==> src/rtl/data_bus_arbiter.sv <==
// -----------------------------------------------------------------------------
// data_bus_arbiter
//
// Round-robin arbiter and sequencer sharing one DATA_W-bit data bus between
// NUM_REQ requesters. A requester wins a grant for a burst of at most
// MAX_BURST transfers. The winner's data is registered onto the bus one cycle
// after each transfer. A rising edge on clear forces the bus to zero, drops
// any grant and resets the round-robin pointer.
//
// Ports:
//   clk        - clock, all state on the rising edge
//   reset_n    - asynchronous active-low reset
//   clear      - synchronous bus clear, acts on its rising edge
//   req        - per-requester request, bit i = requester i
//   req_data   - requester i data in slice [i*DATA_W +: DATA_W]
//   gnt        - registered one-hot grant, all-zero when idle
//   data_out   - registered bus data
//   data_valid - data_out carries a transfer this cycle
//   busy       - arbiter is granting or clearing
//
// Optional build macro: DATA_BUS_ARB_ASSERT_EN compiles concurrent
// assertions and a burst cover property; without it the RTL is identical.
// -----------------------------------------------------------------------------
module data_bus_arbiter #(
  parameter int NUM_REQ   = 4,
  parameter int DATA_W    = 16,
  parameter int MAX_BURST = 4
) (
  input  logic                      clk,
  input  logic                      reset_n,
  input  logic                      clear,
  input  logic [NUM_REQ-1:0]        req,
  input  logic [NUM_REQ*DATA_W-1:0] req_data,
  output logic [NUM_REQ-1:0]        gnt,
  output logic [DATA_W-1:0]         data_out,
  output logic                      data_valid,
  output logic                      busy
);

  localparam int IDX_W = $clog2(NUM_REQ);
  localparam int CNT_W = $clog2(MAX_BURST + 1);

  localparam logic [1:0] ST_IDLE  = 2'd0;
  localparam logic [1:0] ST_GRANT = 2'd1;
  localparam logic [1:0] ST_CLEAR = 2'd2;

  localparam logic [CNT_W-1:0] BURST_LAST = CNT_W'(MAX_BURST - 1);
  localparam logic [IDX_W-1:0] IDX_LAST   = IDX_W'(NUM_REQ - 1);
  localparam logic [IDX_W:0]   NREQ_X     = (IDX_W + 1)'(NUM_REQ);

  logic [1:0]        state;
  logic [1:0]        state_nxt;
  logic [IDX_W-1:0]  ptr;
  logic [IDX_W-1:0]  ptr_nxt;
  logic [IDX_W-1:0]  owner;
  logic [IDX_W-1:0]  owner_nxt;
  logic [IDX_W-1:0]  winner;
  logic [IDX_W:0]    cand;
  logic              found;
  logic [CNT_W-1:0]  burst_cnt;
  logic [CNT_W-1:0]  burst_nxt;
  logic              clear_q;
  logic              clear_rise;
  logic [NUM_REQ-1:0] gnt_nxt;
  logic [DATA_W-1:0] data_nxt;
  logic              valid_nxt;
  logic              release_gnt;

  logic [DATA_W-1:0] slot [NUM_REQ];

  for (genvar g = 0; g < NUM_REQ; g++) begin : g_slot
    assign slot[g] = req_data[g*DATA_W +: DATA_W];
  end

  assign clear_rise = clear & ~clear_q;
  assign busy       = (state != ST_IDLE);

  // Stage: round-robin search, first set request at or after the pointer
  always_comb begin
    winner = ptr;
    found  = 1'b0;
    cand   = '0;
    for (int k = 0; k < NUM_REQ; k++) begin
      cand = {1'b0, ptr} + (IDX_W + 1)'(k);
      if (cand >= NREQ_X) cand = cand - NREQ_X;
      if (!found && req[cand[IDX_W-1:0]]) begin
        found  = 1'b1;
        winner = cand[IDX_W-1:0];
      end
    end
  end

  // Stage: next-state, grant and bus data
  always_comb begin
    state_nxt   = state;
    ptr_nxt     = ptr;
    owner_nxt   = owner;
    burst_nxt   = burst_cnt;
    gnt_nxt     = gnt;
    data_nxt    = data_out;
    valid_nxt   = 1'b0;
    release_gnt = 1'b0;

    if (clear_rise) begin
      // Clear outranks arbitration and any transfer in flight this cycle.
      state_nxt = ST_CLEAR;
      ptr_nxt   = '0;
      burst_nxt = '0;
      gnt_nxt   = '0;
      data_nxt  = '0;
    end else begin
      case (state)
        ST_IDLE: begin
          if (found) begin
            state_nxt       = ST_GRANT;
            owner_nxt       = winner;
            burst_nxt       = '0;
            gnt_nxt         = '0;
            gnt_nxt[winner] = 1'b1;
          end
        end
        ST_GRANT: begin
          if (req[owner]) begin
            data_nxt  = slot[owner];
            valid_nxt = 1'b1;
            burst_nxt = burst_cnt + 1'b1;
            if (burst_cnt == BURST_LAST) release_gnt = 1'b1;
          end else begin
            release_gnt = 1'b1;
          end
        end
        ST_CLEAR: begin
          if (!clear) state_nxt = ST_IDLE;
        end
        default: begin
          state_nxt = ST_IDLE;
          gnt_nxt   = '0;
        end
      endcase

      // Returning to IDLE forces one cycle with no grant before the next win.
      if (release_gnt) begin
        state_nxt = ST_IDLE;
        gnt_nxt   = '0;
        ptr_nxt   = (owner == IDX_LAST) ? '0 : owner + 1'b1;
      end
    end
  end

  // Stage: registered outputs and control state
  always_ff @(posedge clk or negedge reset_n) begin
    if (!reset_n) begin
      state      <= ST_IDLE;
      ptr        <= '0;
      owner      <= '0;
      burst_cnt  <= '0;
      clear_q    <= 1'b0;
      gnt        <= '0;
      data_out   <= '0;
      data_valid <= 1'b0;
    end else begin
      state      <= state_nxt;
      ptr        <= ptr_nxt;
      owner      <= owner_nxt;
      burst_cnt  <= burst_nxt;
      clear_q    <= clear;
      gnt        <= gnt_nxt;
      data_out   <= data_nxt;
      data_valid <= valid_nxt;
    end
  end

`ifdef DATA_BUS_ARB_ASSERT_EN
  a_gnt_onehot0: assert property (@(posedge clk) disable iff (!reset_n)
    $onehot0(gnt))
    else $error("a_gnt_onehot0: gnt=%b is not one-hot or zero", gnt);

  a_clear_zero: assert property (@(posedge clk) disable iff (!reset_n)
    $rose(clear) |=> (data_out == '0))
    else $error("a_clear_zero: data_out=%h not zero after clear rise", data_out);

  a_valid_from_xfer: assert property (@(posedge clk) disable iff (!reset_n)
    data_valid |-> $past(|(gnt & req)))
    else $error("a_valid_from_xfer: data_valid without a granted request");

  a_grant_bounded: assert property (@(posedge clk) disable iff (!reset_n)
    not ((|gnt) [*MAX_BURST+2]))
    else $error("a_grant_bounded: grant held longer than MAX_BURST+1 cycles");

  c_full_burst: cover property (@(posedge clk) disable iff (!reset_n)
    (|(gnt & req)) [*MAX_BURST]);
`endif

endmodule

==> config.mk <==
export PLATFORM = sky130hd
export DESIGN_NAME = data_bus_arbiter
export DESIGN_NICKNAME = d
export VERILOG_FILES = /design/src/rtl/data_bus_arbiter.sv
export SDC_FILE = /design/constraint.sdc
export NUM_CORES = 1
export LEC_CHECK = 0
export CAP_MARGIN = 20
export CORE_AREA = 2 2 69 71
export DETAILED_ROUTE_END_ITERATION = 8
export DIE_AREA = 0 0 71 73
export GPL_TIMING_DRIVEN = 1
export PLACE_DENSITY = 0.84
export SLEW_MARGIN = 0
export SYNTH_ARGS = -nofsm -noshare
export SYNTH_HDL_FRONTEND = slang
export SYNTH_SLANG_ARGS = --single-unit
==> constraint.sdc <==
create_clock -name clk -period 5.3 [get_ports clk]
set_input_delay 1.59 -clock clk [delete_from_list [all_inputs] [get_ports clk]]
set_output_delay 1.59 -clock clk [all_outputs]
set_load 0.02 [all_outputs]
== Word level (Yosys, flattened, before mapping) ==
Index checks and enable logic that the tools add are counted.
Storage, ports and cells
  latch bits: 0
  memory bits (writable): 0
  bits of input ports: 71
  output and inout bits: 22
  ROM bits: 0
  memories kept: 0
  register bits after elaboration: 31
Operators by class
  reduce and logical (&&, ||, !) cells: 19
  $mul: 0
  bitwise gates (word level): 4
  equality and inequality tests: 10
  $lt $le $gt $ge: 12
  add/sub/neg operators: 9
  shifts and indexed selects: 0
  divide/modulo/power cells: 0
  mux-type cells: 53
Operator list (count)
  two-way mux 16 bit: 5
  binary-select mux 16 bit (select 2 bit): 1
  two-way mux 2 bit: 15
  less-than comparator 2 x 3 -> 1 bit (second input constant): 6
  two-way mux 1 bit: 17
  >= comparator 3 bit (second input constant): 4
  two-way mux 4 bit: 3
  binary-select mux 1 bit (select 2 bit): 5
  two-way mux 3 bit: 3
  inequality test 3 bit (second input constant): 3
  AND reduction 3 bit: 3
  inequality test 4 bit (second input constant): 2
  one-hot mux 4 bit (2 select lines): 1
  nonzero test 2 bit: 4
  subtractor 2 x 1 -> 2 bit (second input constant): 4
  adder 2 x 2 -> 3 bit (second input constant): 2
  one-hot mux 2 bit (3 select lines): 1
  one-hot mux 3 bit (2 select lines): 1
  == test 2 bit (second input constant): 2
  logical AND 1 bit: 4
  AND reduction 2 bit: 2
  adder 2 x 1 -> 3 bit (second input constant): 1
  adder 3 x 1 -> 3 bit (second input constant): 1
  == test 3 x 2 -> 1 bit (second input constant): 1
  other kinds (13): 16

== Logic depth before layout (Yosys ltp) ==
Gate-level depths: netlist of run 1.
  word-level depth: 22
  depth in mapped cells: 6

== Worst setup path before layout of run 1 ==
Ideal clock, no wire load.
  path kind: input to register
  from: input req[3]
  to: register gnt[3]
  arrival time: 2959 ps
  slack: 2245 ps
  stages on the path: 5
  path buffers: 1
  cells stage by stage: buf_6 mux4_2 a221o_1 nand4b_1 o31ai_1
Between the ends
  longest elaborated chain between the ends: 20
  elaborated cells on any way between the ends: 39
Ends and longest elaborated chain
  start, declared: RTL line 32  | input logic [NUM_REQ-1:0] req,
  binary-select mux 1 bit (select 2 bit): RTL line 86  | if (!found && req[cand[IDX_W-1:0]]) begin
  two-way mux 1 bit (implied by the code): RTL line 86
  two-way mux 1 bit: RTL line 86
  logical NOT 1 bit: RTL line 86
  logical AND 1 bit: RTL line 86
  two-way mux 1 bit: RTL line 86
  logical NOT 1 bit: RTL line 86
  logical AND 1 bit: RTL line 86
  (+4 left out)
  less-than comparator 2 x 3 -> 1 bit (implied by the code) or >= comparator 2 x 1 -> 1 bit (tied branches): RTL line 119  | gnt_nxt[winner] = 1'b1;
  logical AND 1 bit (implied by the code): RTL line 119
  two-way mux 1 bit (implied by the code): RTL line 119
  demux 1 bit (select 2 bit): RTL line 119
  two-way mux 4 bit: RTL line 114  | if (found) begin
  one-hot mux 4 bit (2 select lines): RTL line 112  | case (state)
  two-way mux 4 bit: RTL line 142  | if (release_gnt) begin
  two-way mux 4 bit: RTL line 104  | if (clear_rise) begin
  end signal, assigned: RTL line 167  | gnt <= gnt_nxt;
  end, declared: RTL line 34  | output logic [NUM_REQ-1:0] gnt,
Several ways; a longest one is shown, not always the timed one. The select of a mux whose other input is x is not followed.
A chain may end at the register's enable or synchronous reset.

== Worst setup path in the final report of run 1 ==
Same ends and word-level chain as after synthesis.

==> results of run 1 <==
[flip-flops by register name, indices dropped and copies added, names as in the netlist]
| register | cells |
|---|---|
| clear_q | 1 |
| ptr | 2 |
| owner | 2 |
| burst_cnt | 3 |
| data_valid | 1 |
| data_out | 16 |
| gnt | 4 |
| state | 2 |
[how the worst min path moves through the flow]
stage / from / to / slack, ns / cells past startpoint
2_1_floorplan: burst_cnt[2]$_DFFE_PN0P_ / burst_cnt[2]$_DFFE_PN0P_ / 0.47 / 1
3_3_place_gp: burst_cnt[2]$_DFFE_PN0P_ / burst_cnt[2]$_DFFE_PN0P_ / 0.48 / 1
3_5_place_dp: data_out[5]$_DFFE_PN0P_ / data_out[5]$_DFFE_PN0P_ / 0.49 / 1
4_1_cts: data_out[9]$_DFFE_PN0P_ / data_out[9]$_DFFE_PN0P_ / 0.51 / 1
5_1_grt: data_out[5]$_DFFE_PN0P_ / data_out[5]$_DFFE_PN0P_ / 0.52 / 1
6_report: data_out[4]$_DFFE_PN0P_ / data_out[4]$_DFFE_PN0P_ / 0.50 / 1
[layout by cell type, fill, tap and decap left out, types with 2 or more instances in the layout]
cell type / Yosys / routed
clkdlybuf4s50_1: 0 / 92
dfrtp_1: 31 / 31
a22o_1: 18 / 18
mux4_2: 17 / 17
nor2b_1: 8 / 8
ha_1: 7 / 7
inv_1: 6 / 6
o21ai_0: 6 / 6
nor2_1: 6 / 6
nand3_1: 6 / 6
clkbuf_8: 0 / 6
a21oi_1: 5 / 5
mux2i_1: 4 / 4
nand2b_1: 3 / 3
nand2_1: 3 / 3
buf_4: 0 / 3
nor3_1: 2 / 2
or4_1: 2 / 2
o21bai_1: 2 / 2
o31ai_1: 2 / 2
[routing by layer]
| metal | up-vias | GRT usage |
|---|---|---|
| li1 | 777 | - |
| met4 | 0 | 0.05870 |
| met1 | 812 | 0.2563 |
| met2 | 75 | 0.3437 |
| met3 | 6 | 0.05939 |
| met5 | - | 0 |
[kinds of logic (layout without fill, tap and decap cells)]
kind of cell / count (synthesis) / after routing / synth area share
AOI/OAI and AO/OA: 39 / 39 / 0.1576
adders and majority gates: 7 / 7 / 0.04695
muxes: 22 / 22 / 0.2327
DFF: 31 / 31 / 0.4158
and+or+nand+nor: 37 / 37 / 0.1107
buffers and inverters: 15 / 109 / 0.03621
[power by group through the flow]
stage / combinational (mW) / clock [mW] / sequential [mW]
after floorplan: 0.401 / 0 / 0.445
after global placement: 0.711 / 0 / 0.396
after detailed placement: 0.725 / 0 / 0.401
after CTS: 0.730 / 0.246 / 0.397
after global routing: 0.784 / 0.253 / 0.411
final: 0.723 / 0.241 / 0.397
[worst max-delay path: stages]
cell	delay [ns]
clkdlybuf4s50_1	0.55
mux4_2	0.58
a221o_1	0.42
nand4b_1	0.23
o31ai_1	0.21
[stage by stage]
step	worst slack, ns	hold slack (ns)	cell area [µm²]
final	1.910	0.5045	2949
after global placement	1.691	0.4829	2831
after CTS	1.930	0.5088	2949
after floorplan	2.245	0.4661	1866
after detailed placement	1.629	0.4872	2831
after global routing	1.828	0.5241	2949
[layout make-up]
cell class              count  area [µm²]
clock buffers               6       82.58
clock inverters             2       35.03
fillers                   391        1587
inverters                   6       22.52
multi-input cells         105        1022
flip-flops and latches     31       775.7
well taps                  54       67.56
repair buffers             95       943.4
==> results.toml, run 1 <==
[status]
status = "finished, final reports clean"

[global_route]
grt_pass1_vias = 1630
track_usage = 0.2037
grt_max_degree = 22
antenna_found_initial = 0
overflow = 0
grt_first_pass_wirelength_um = 8169

[clock_network]
cts_resized = 0
cts.sinks = 31
cts_root_buffer = "clkbuf_8"
ctsHoldBuffers = 0
path_clk_slew_ns = 0.07
postCtsSetupBuffers = 0
clockBufferDepth = 2
cts_tree = "yes"
cts_made_buffers = 5
cts-htree-levels = 2
clk_latency_ns = 0.28

[worst_setup_path]
r2r-end = "gnt[3]$_DFFE_PN0P_"
cp.required_ns = 5.49
reg2reg_from = "owner[1]$_DFFE_PN0P_"
arrival_ns = 3.58
crit_type = "input pin to register"
worstSetupStartpoint = "req[3]"
critPathCapture = "gnt[3]$_DFFE_PN0P_"
startpoint_type = "input pin"
path_max_fanout = 10
cp-end-kind = "register"
ff2ff_path_depth = 4
r2r_slack_ns = 2.92

[cells_and_area]
layout.cells.non_filler = 299
fin_util = 0.6502
nNetsFinal = 322
drive_above_1_share = 0.1224
antenna_cells = 0
syn_to_final_growth_pct = 58.08

[synth]
post-synth-top-area-cell = "dfrtp_1"
synth_common_cells = "31 x dfrtp_1, 18 x a22o_1, 17 x mux4_2, 8 x nor2b_1, 7 x ha_1"
synthTopCellsByArea = "dfrtp_1 42%, mux4_2 21%, a22o_1 8.5%, ha_1 4.7%, nor2b_1 2.7%"
synthFlopType = "dfrtp_1"
yosysTopAreaCellShare = 0.4158
synthesis.area_mm2 = 0.001866
synth.distinct_cells = 34
ys_seq_elements = 31
avgSynthCellArea_um2 = 12.35
syn_nets = 229
synth_edf_count = 0
yosysSeqAreaShare = 0.4158
yosys_warnings = 0
synthArstFlopShare = 1.000
synth_cells = 151
yosys.cell_count.top_type = "dfrtp_1"

[sta]
rsz0062_at_grt = "false"
setup_tns_ns = 0
fin_skew_ns = 0.01146
hold_viol = 0
relSlewSlack = 0.3788
tightest_slew_ns = 0.9319
setup_viol = 0
period_share = 0.6396
slew_viol_final = 0
min_period_ns = 3.390
fmax_ghz = 0.2950

[drt]
via_per_inst = 5.585
drc_errors = 0
dr.pass1.iters = 4
vias = 1670
wire_per_inst_um = 17.16
ant_nets = 0
drt_wl_total_um = 5132
first_iter_violations = 86
top_layer_used = "met4"
wl_met2_um = 2530
met1_length_um = 2093
dr_wl_met3_um = 440

[power]
power_frac_seq = 0.291
p_per_area_mw_per_mm2 = 461.6
p_sw_frac = 0.3681
ir_drop_mv = 0.2102
combPwrFrac = 0.531
p_sw_uw = 501.0
power_leakage_nw = 1.224
intPower_uw = 860.3
fin_total_pwr_mw = 1.361
clkPwrFrac = 0.177

[die]
die_h_um = 73
die-area_mm2 = 0.005183
rows = 25
start_util = 0.4113
coreArea_mm2 = 0.004536
io_pins = 93
die_x_um = 71

[place]
dp_hpwl_um = 3915
place_congestion = 0.7836
place_inst = 291
numPortBuffers = 92

[job]
maxCapViolCount = 0

[hold_path]
hold_path_class = "register to register"
No activity file was read; power rests on OpenSTA's default activity.
==> run 2, diff against run 1 <==
CORE_AREA = 2 2 72 74   (was 2 2 69 71)
DIE_AREA = 0 0 74 76   (was 0 0 71 73)
PLACE_DENSITY = 0.78   (was 0.84)
clock period = 3.3 ns   (was 5.3 ns; I/O delays follow)
==> run 2 against run 1 <==
Non-clock buffer count is 3 higher. Sequential power is 53% higher. Combinational power is 65% higher. Utilization is 4.4 points lower. Sequential share of layout area is 0.24 points lower. First-iteration DRC count is 26% lower. Count of clock-buffer cells in the layout stayed put. Die area is 8.5% higher. Clock skew is 0.0034 ns lower. Clock power is 46% higher. Critical path depth stayed put.
==> results.toml, run 2 (synthesis gave the netlist of run 1 again) <==
[sta]
fin_skew_ns = 0.008028
period_share = 0.8221
setup_viol = 0
min_period_ns = 2.713
setup_tns_ns = 0
rsz0062_at_grt = "false"
fmax_ghz = 0.3686
tightest_slew_ns = 0.7237
slew_viol_final = 0
relSlewSlack = 0.5175
fin_ws_ns = 0.5870
hold_viol = 0

[cells_and_area]
top_register = "data_out"
syn_to_final_growth_pct = 59.56
final_cell_mix = "92 x clkdlybuf4s50_1, 31 x dfrtp_1, 18 x a22o_1"
top_regs = "data_out x16, gnt x4, burst_cnt x3"
nNetsFinal = 325
antenna_cells = 0
final_area_mm2 = 0.002977
final_common_cell = "clkdlybuf4s50_1"
fin_util = 0.6060
largest_reg_flops = 16
drive_above_1_share = 0.1255

[worst_setup_path]
startpoint_type = "input pin"
cp.depth = 5
r2r-end = "gnt[3]$_DFFE_PN0P_"
cp-end-kind = "register"
ff2ff_path_depth = 6
path_cells = "clkdlybuf4s50_1 > mux4_2 > a221o_1 > nand4b_1 > o31ai_1"
slowest_delay_ns = 0.55
crit_family = "compound AO/OA/AOI/OAI gates"
crit_buf_inv = 1
path_max_fanout = 8
arrival_ns = 2.89
cp_slowest_cell = "mux4_2"
crit_type = "input pin to register"
r2r_slack_ns = 1.28
reg2reg_from = "burst_cnt[0]$_DFFE_PN0P_"
cp.required_ns = 3.48

[clock_network]
postCtsSetupBuffers = 0
cts.sinks = 31
ctsHoldBuffers = 0
cts_resized = 0
cts_root_buffer = "clkbuf_8"
cts_tree = "yes"
cts-htree-levels = 2
clockBufferDepth = 2
clk_latency_ns = 0.28
cts_made_buffers = 5
path_clk_slew_ns = 0.07

[power]
fin_total_pwr_mw = 2.145
power_leakage_nw = 1.230
ir_drop_mv = 0.3963
p_sw_uw = 782.0
combPwrFrac = 0.553
p_per_area_mw_per_mm2 = 720.8
p_sw_frac = 0.3645
clkPwrFrac = 0.164
power_frac_seq = 0.283
intPower_mw = 1.363

[job]
maxCapViolCount = 0

[place]
dpl_cell_area_mm2 = 0.002874
numPortBuffers = 92
place_congestion = 0.8006
dp_slack_ns = 0.3101
dp_hpwl_um = 3717

[hold_path]
hold_end = "burst_cnt[2]$_DFFE_PN0P_"
hold_path_class = "register to register"
hold_depth = 1
hold_start = "burst_cnt[2]$_DFFE_PN0P_"

[global_route]
grt_pass1_vias = 1662
grt_first_pass_wirelength_um = 7948
grt_max_degree = 32
overflow = 0
antenna_found_initial = 0
track_usage = 0.1813

[drt]
ant_nets = 0
dr.pass1.iters = 4
via_per_inst = 5.192
wire_per_inst_um = 15.42
drc_errors = 0
first_iter_violations = 64
vias = 1646
drt_wl_total_um = 4888

[die]
io_pins = 93
die-area_mm2 = 0.005624
die_x_um = 74
die_h_um = 76
coreArea_mm2 = 0.004912
start_util = 0.3798
rows = 26

[status]
status = "finished, final reports clean"
[run 2: cell count changes in the layout (fill, tap and decap cells not counted)]
| cell | change |
|---|---|
| buf_4 | +3 |
| clkbuf_1 | +1 |
| clkbuf_8 | -1 |
| clkinv_2 | -1 |
[run 2: through the flow]
stage / cells / hold WS, ns
after global placement: 310 / 0.4852
final: 317 / 0.5053
after CTS: 317 / 0.5061
after detailed placement: 310 / 0.4829
after global routing: 317 / 0.5258
after floorplan: 151 / 0.4661
[run 2: layout make-up]
type                       count  area (µm²)
timing repair buffer          98       965.9
sequential                    31       775.7
clock buffer                   6       72.57
tap                           70       87.58
clock inverter                 1       30.03
fill                         405        1936
inverter                       6       22.52
multi-input combinational    105        1022
[run 2: per-layer routing]
metal	GRT usage	wire, µm	up-vias	part of all wire
met3	0.04497	347	5	0.071
met4	0.05455	54	0	0.011
met1	0.2303	2143	802	0.44
met2	0.3009	2343	60	0.48
li1	-	-	779	-
met5	0	0	-	0
[run 2: power by group through the flow]
stage                     Clock [mW]  Combinational [mW]  Sequential (mW)
after global placement             0                1.17            0.611
after CTS                      0.360                1.20            0.608
after detailed placement           0                1.19            0.613
final                          0.351                1.19            0.607
after global routing           0.378                1.29            0.625
after floorplan                    0               0.645            0.714
[run 2: worst max-delay path by stage]
stage            from                  endpoint
2_1_floorplan  req[3]        gnt[3]$_DFFE_PN0P_
4_1_cts        req[0]        gnt[3]$_DFFE_PN0P_
3_5_place_dp   req[0]  burst_cnt[0]$_DFFE_PN0P_
5_1_grt        req[0]        gnt[3]$_DFFE_PN0P_
3_3_place_gp   req[0]  burst_cnt[0]$_DFFE_PN0P_
6_report       req[0]        gnt[3]$_DFFE_PN0P_
==> run 3, diff against run 2 <==
clock period = 2.8 ns   (was 3.3 ns; I/O delays follow)
==> run 3 against run 2 <==
First-iteration DRC count up 20%. Largest cell class unchanged. Critical path depth down 1. Sequential share of layout area down 0.27 points. Die area unchanged. Critical endpoint is now busy. Register-to-register slack worse by 0.55 ns. Sequential power up 16%. Setup slack worse by 0.30 ns. Combinational power up 21%. Clock skew down 0.0024 ns.
==> results.toml, run 3 (synthesis gave the netlist of run 1 again) <==
[sta]
setup_viol = 0
min_period_ns = 2.512
relSlewSlack = 0.6357
hold_viol = 0
fmax_ghz = 0.3981
setup_tns_ns = 0
period_share = 0.8972
fin_skew_ns = 0.005584
tightest_slew_ns = 0.5465
rsz0062_at_grt = "false"
slew_viol_final = 0

[place]
place_congestion = 0.8518
dp_hpwl_um = 3934
numPortBuffers = 92

[drt]
dr.pass1.iters = 4
drc_errors = 0
vias = 1690
via_per_inst = 5.232
wire_per_inst_um = 16.11
drt_wl_total_um = 5204
ant_nets = 0
first_iter_violations = 77

[power]
p_per_area_mw_per_mm2 = 828.2
fin_total_pwr_mw = 2.491
ir_drop_mv = 0.5616
power_leakage_nw = 1.254

[cells_and_area]
nNetsFinal = 330
final_cell_mix = "92 x clkdlybuf4s50_1, 31 x dfrtp_1, 18 x a22o_1"
drive_above_1_share = 0.1502
antenna_cells = 0
top_register = "data_out"
top_regs = "data_out x16, gnt x4, burst_cnt x3"
largest_reg_flops = 16
syn_to_final_growth_pct = 61.23
final_common_cell = "clkdlybuf4s50_1"

[clock_network]
cts_resized = 0
cts_tree = "yes"
clk_latency_ns = 0.29
postCtsSetupBuffers = 0
cts_root_buffer = "clkbuf_8"
cts_made_buffers = 5
cts.sinks = 31
ctsHoldBuffers = 0
cts-htree-levels = 2
clockBufferDepth = 2
path_clk_slew_ns = 0.06

[die]
die-area_mm2 = 0.005624
die_h_um = 76
io_pins = 93
rows = 26
die_x_um = 74
coreArea_mm2 = 0.004912
start_util = 0.3798

[global_route]
antenna_found_initial = 0
use_met1 = 0.2286
track_usage = 0.1940
grt.busiest_layer = "met2"
gr-usage-met2 = 0.3241
use_met3 = 0.06481
grt_max_degree = 32
overflow = 0
grt_first_pass_wirelength_um = 8404
grt_pass1_vias = 1800

[worst_setup_path]
cp-end-kind = "primary output"
cp.required_ns = 1.96
startpoint_type = "register"
slowest_delay_ns = 0.60
crit_path_frequent_cell = "inv_1"
cp_slowest_cell = "clkdlybuf4s50_1"
path_cells = "inv_1 > ha_1 > inv_1 > clkdlybuf4s50_1"
arrival_ns = 1.67
path_max_fanout = 4
crit_type = "register to primary output"

[status]
status = "finished, final reports clean"

[job]
maxCapViolCount = 0

[hold_path]
hold_path_class = "register to register"
[run 3: per-stage QoR]
step	hold slack [ns]	cells	worst slack, ns	area (µm²)	util
final	0.5023	323	0.2878	3008	0.6123
after global routing	0.5179	323	0.1771	3008	0.6123
after CTS	0.5071	323	0.2764	3008	0.6123
after detailed placement	0.4890	315	0.04995	2924	0.5953
after global placement	0.4818	315	0.1151	2924	0.5953
after floorplan	0.4661	151	0.4955	1866	-
[run 3: routing by layer]
layer / wire (µm) / share of wire
met1: 2077 / 0.40
met2: 2572 / 0.49
met3: 466 / 0.090
met4: 87 / 0.017
met5: 0 / 0
[run 3: worst max-delay path, delay by kind of cell, from the launching register on]
| family | cells | cell delay (ns) |
|---|---|---|
| adder cells (fa/ha/maj) | 1 | 0.24 |
| buffers and inverters | 3 | 0.77 |
| flip-flops | 1 | 0.37 |
[run 3: final timing paths]
path	start	to	slack (ns)	depth (start not counted)
setup reg to reg	burst_cnt[0]$_DFFE_PN0P_	gnt[0]$_DFFE_PN0P_	0.73	6
setup / recovery	state[0]$_DFFE_PN0P_	busy	0.29	4
min in group asynchronous	reset_n	data_out[7]$_DFFE_PN0P_	0.96	2
hold reg to reg	burst_cnt[2]$_DFFE_PN0P_	burst_cnt[2]$_DFFE_PN0P_	0.50	1
hold / removal	burst_cnt[2]$_DFFE_PN0P_	burst_cnt[2]$_DFFE_PN0P_	0.50	1
max in group asynchronous	reset_n	burst_cnt[1]$_DFFE_PN0P_	1.55	2
[run 3: layout make-up]
| cell class | instances | area, µm² |
|---|---|---|
| Clock buffer | 5 | 68.82 |
| Clock inverter | 3 | 15.01 |
| Fill cell | 422 | 1904 |
| Inverter | 6 | 22.52 |
| Multi-Input combinational cell | 105 | 1022 |
| Sequential cell | 31 | 775.7 |
| Tap cell | 70 | 87.58 |
| Timing Repair Buffer | 103 | 1016 |
[run 3: where the power goes]
part	internal [mW]	switching, mW
combinational	0.760	0.684
clock	0.170	0.172
sequential	0.608	0.0979
total	1.54	0.954
==> patch 1 (flow settings as in run 3) <==
Make the reset (`reset_n`) synchronous in one clocked block. Comments in the files are not updated.
--- a/src/rtl/data_bus_arbiter.sv
+++ b/src/rtl/data_bus_arbiter.sv
@@ -150,3 +150,3 @@
   // Stage: registered outputs and control state
-  always_ff @(posedge clk or negedge reset_n) begin
+  always_ff @(posedge clk) begin
     if (!reset_n) begin
Behaviour: differs if reset_n is asserted again (counterexample within 4 cycles, from zero or initial values and one cycle with reset_n low); with reset_n held inactive, the same outputs for 10 cycles.
==> patch 1 against run 3 <==
- design area fell by 4.2%
- non-clock buffer count fell by 5
- synthesized cell count rose by 25%
- sequential share of layout area fell by 4.2 points
- sequential cell count did not move
- setup slack improved by 0.027 ns
- routed wire length fell by 6.9%
- count of clock-buffer cells in the layout did not move
- via count rose by 2.5%
- synthesized area fell by 4.2%
- first-iteration DRC count fell by 5.2%
- register-to-register slack improved by 0.36 ns
Power is not compared: it rests on default switching activity, and its combinational part moved more than twofold at a synthesized area within 25%.
==> patch 1: results <==
[synthesis]
ys_seq_area_share_pct = 34.7
synth.cells.most_frequent = "42 x nand2_1, 31 x dfxtp_1, 25 x a21oi_1, 10 x mux4_2, 8 x nor2_1"
synth_area_um2 = 1790
synth_area_per_cell_um2 = 9.51
synthDistinctLibCells = 38
synth_nets = 265
yosys-top-cells-area = "dfxtp_1 35%, mux4_2 13%, mux4_1 10%"
async_flop_share_pct = 0
synth_flop_cell = "dfxtp_1"

[min_path]
hold_start = "data_out[4]"
hp-class = "flip-flop to flip-flop"

[clocking]
postCtsSetupRepairBufs = 0
clk_latency_ns = 0.27
htreeDepth = 2

[routing]
dr.pass1.iters = 6
vias = 1732
routed_wl_um = 4850
initialDrtViolationCount = 73

[critical_path]
critPathTopFamily = "buffers and inverters"
cp-startpoint = "state[0]"
slowest_stage = "clkdlybuf4s50_1"
r2r-start = "owner[0]"
cp.arrival_ns = 1.65
rrSetupSlack_ns = 1.09

[global_routing]
grtUsageTotal_pct = 16.8
grt_pass1_wl_um = 7450
grt_max_degree = 23
grt_pass1_vias = 1623

[layout]
stdcell_count = 354
drive_gt1_share_pct = 10.2
fillers = 446
antenna_cells = 0
nNetsFinal = 360

[placed_design]
place_inst = 346
place_congestion = 0.757
hpwlAfterDp_um = 3760

[sta]
finClkSkew_ns = 0.00596
worstMarginPinSlew_ns = 0.589

[run_status]
outcome = "finished clean"
[patch 1: worst min-delay path, cell delays in order (launching register included)]
cell     delay [ns]
dfxtp_1        0.31
nand2_1        0.05
a21oi_1        0.05
[patch 1: logic make-up (layout without fill, tap and decap cells)]
family	Yosys count	in the layout	synth area share (%)
AOI/OAI and AO/OA	43	43	13.9
xor gates and xnor gates	1	1	0.490
adders and majority gates	6	6	4.20
buffers and inverters	16	112	4.48
DFF	31	31	34.7
muxes	18	18	23.4
and+or+nand+nor	73	73	18.8
[patch 1: worst paths after layout]
| check | endpoint | depth (start not counted) |
|---|---|---|
| worst max-delay path | busy | 4 |
| worst min-delay path | data_out[4] | 2 |
| worst max register to register | data_out[5] | 4 |
| worst min register to register | data_out[4] | 2 |
[patch 1: per-stage QoR]
stage / setup WS [ns] / hold slack (ns) / cell area, um2 / total power, mW
6_report: 0.315 / 0.453 / 2880 / 1.12
3_3_place_gp: 0.143 / 0.442 / 2800 / 0.792
3_5_place_dp: 0.117 / 0.446 / 2800 / 0.799
5_1_grt: 0.229 / 0.467 / 2880 / 1.18
4_1_cts: 0.295 / 0.455 / 2880 / 1.13
2_1_floorplan: 0.722 / 0.458 / 1790 / 0.639
[patch 1: power by group]
| group | internal, mW | switching (mW) | total (mW) |
|---|---|---|---|
| Combinational | 0.187 | 0.134 | 0.321 |
| Sequential | 0.457 | 0.0102 | 0.467 |
| Clock | 0.170 | 0.163 | 0.332 |
[patch 1: metal layers]
layer | vias to the layer above | wire (um) | track usage, % | part of all wire [%]
li1 | 870 | - | - | -
met1 | 796 | 2040 | 19.9 | 42
met2 | 64 | 2400 | 30.0 | 49
met3 | 2 | 394 | 4.63 | 8.1
met4 | 0 | 20 | 2.73 | 0.41
met5 | - | 0 | 0 | 0
[patch 1: final cells by class]
class | count | area share [%]
multi-input cells | 141 | 37.7
repair buffers | 98 | 34.0
flip-flops and latches | 31 | 21.5
well taps | 70 | 3.04
clock buffers | 5 | 2.39
inverters | 6 | 0.782
clock inverters | 3 | 0.521
==> patch 2 (flow settings as in run 3) <==
Without the edit above. `NUM_REQ`: 4 -> 2.
--- a/src/rtl/data_bus_arbiter.sv
+++ b/src/rtl/data_bus_arbiter.sv
@@ -24,3 +24,3 @@
 module data_bus_arbiter #(
-  parameter int NUM_REQ   = 4,
+  parameter int NUM_REQ   = 2,
   parameter int DATA_W    = 16,
Ports: changed (resized gnt, req and req_data); port bits go from 93 to 57. No check against the original RTL was run, so the function may have changed too.
==> patch 2 against run 3 <==
- synthesized area decreased by 18%
- hold slack gained 0.0072 ns
- design area is 26% lower
- via count fell by 26%
- total power decreased by 17%
- setup slack improved by 0.032 ns
- sequential cell count decreased by 4
- routed wire length decreased by 35%
- largest power group unchanged
==> patch 2: results <==
[run_status]
outcome = "finished clean"

[synthesis]
muxShareOfSynthArea_pct = 11.4
netlist_instances = 141
synth.cells.most_frequent = "27 x dfrtp_1, 17 x nor2_1, 16 x a211oi_2, 16 x mux2i_1, 11 x nand2_1"
synth-edff-count = 0
synth_compound_area_share_pct = 23.4
ys_seq_area_share_pct = 44.1
async_flop_share_pct = 100
synthDistinctLibCells = 32
ys_warn_count = 0
synth_nets = 184
synth_fa_ha_area_share_pct = 4.90
yosys-top-cells-area = "dfrtp_1 44%, a211oi_2 13%, mux2i_1 10%"

[critical_path]
r2r_cells = 6
cp.arrival_ns = 1.64

[placed_design]
hpwlAfterDp_um = 2620
port_buffers = 56
placed_area_um2 = 2170
place_ws_ns = 0.239
place_congestion = 0.843
place_inst = 266

[min_path]
hp-class = "flip-flop to flip-flop"
hold_depth = 1

[sta]
finClkSkew_ns = 0.00935
slew_headroom_pct = 71.5

[clocking]
numCtsBuffers = 3
clock_path_buffers = 2
htreeDepth = 1
clk_latency_ns = 0.28
postCtsSetupRepairBufs = 0
clk_pin_slew_ns = 0.10
cts.repair.resized = 0

[global_routing]
grt_max_degree = 28
grt_antenna_before_repair = 0
grt_pass1_wl_um = 5810
grtUsageTotal_pct = 13.0

[layout]
nNetsFinal = 244
reg_top3 = "data_out x16, burst_cnt x3"
drive_gt1_share_pct = 16.0
antenna_cells = 0

[routing]
wl_met2_um = 1670
met1_length_um = 1500
highest_layer = "met4"
vias = 1253
routed_wl_um = 3400
dr_wl_met3_um = 174
ant_nets = 0
routedWlPerCell_um = 12.6
initialDrtViolationCount = 67

[power]
irDropWorstVdd_v = 0.000379
p_leak_nw = 0.918
-- patch 2: changes by cell type after synthesis, sizes merged, moves of 4 or more --
cell,change
nor2b,-7
a211oi,+17
nand3,-5
nand2,+8
nor2,+11
a22o,-18
dfrtp,-4
mux2i,+12
clkbuf,-4
mux4,-17
inv,+4
-- patch 2: path summary, 6_finish.rpt --
check	from	endpoint	slack (ns)
setup / recovery	state[1]	busy	0.32
hold / removal	gnt[1]	gnt[1]	0.51
setup reg to reg	state[1]	state[0]	1.10
hold reg to reg	gnt[1]	gnt[1]	0.51
max in group asynchronous	reset_n	owner	1.61
min in group asynchronous	reset_n	data_out[11]	0.92
-- patch 2: cell type report --
type | count | area [um2]
flip-flops and latches | 27 | 676
well taps | 70 | 87.6
inverters | 10 | 37.5
clock inverters | 1 | 7.51
repair buffers | 63 | 613
fillers | 454 | 2690
multi-input cells | 96 | 756
clock buffers | 3 | 41.3
-- patch 2: kinds of logic (layout without fill, tap and decap cells) --
group	count (synthesis)	in the layout
mux	17	17
flops	27	27
simple gates	34	34
fa+ha+maj	6	6
compound gates	39	39
buf+inv	18	77
-- patch 2: where the power goes --
group          leakage (nW)  internal (mW)  switching (mW)
Sequential            0.354          0.548          0.0894
Clock                0.0217          0.101           0.131
Combinational         0.543          0.586           0.614
-- patch 2: worst max-delay path: stages, from the launching register on --
cell	delay, ns
dfrtp_1	0.38
inv_1	0.10
ha_1	0.23
inv_1	0.06
clkdlybuf4s50_1	0.59
-- patch 2: metal layers --
layer / up-vias / GRT usage, %
met4: 0 / 3.82
met5: - / 0
met2: 33 / 21.8
li1: 623 / -
met1: 592 / 16.4
met3: 5 / 2.78
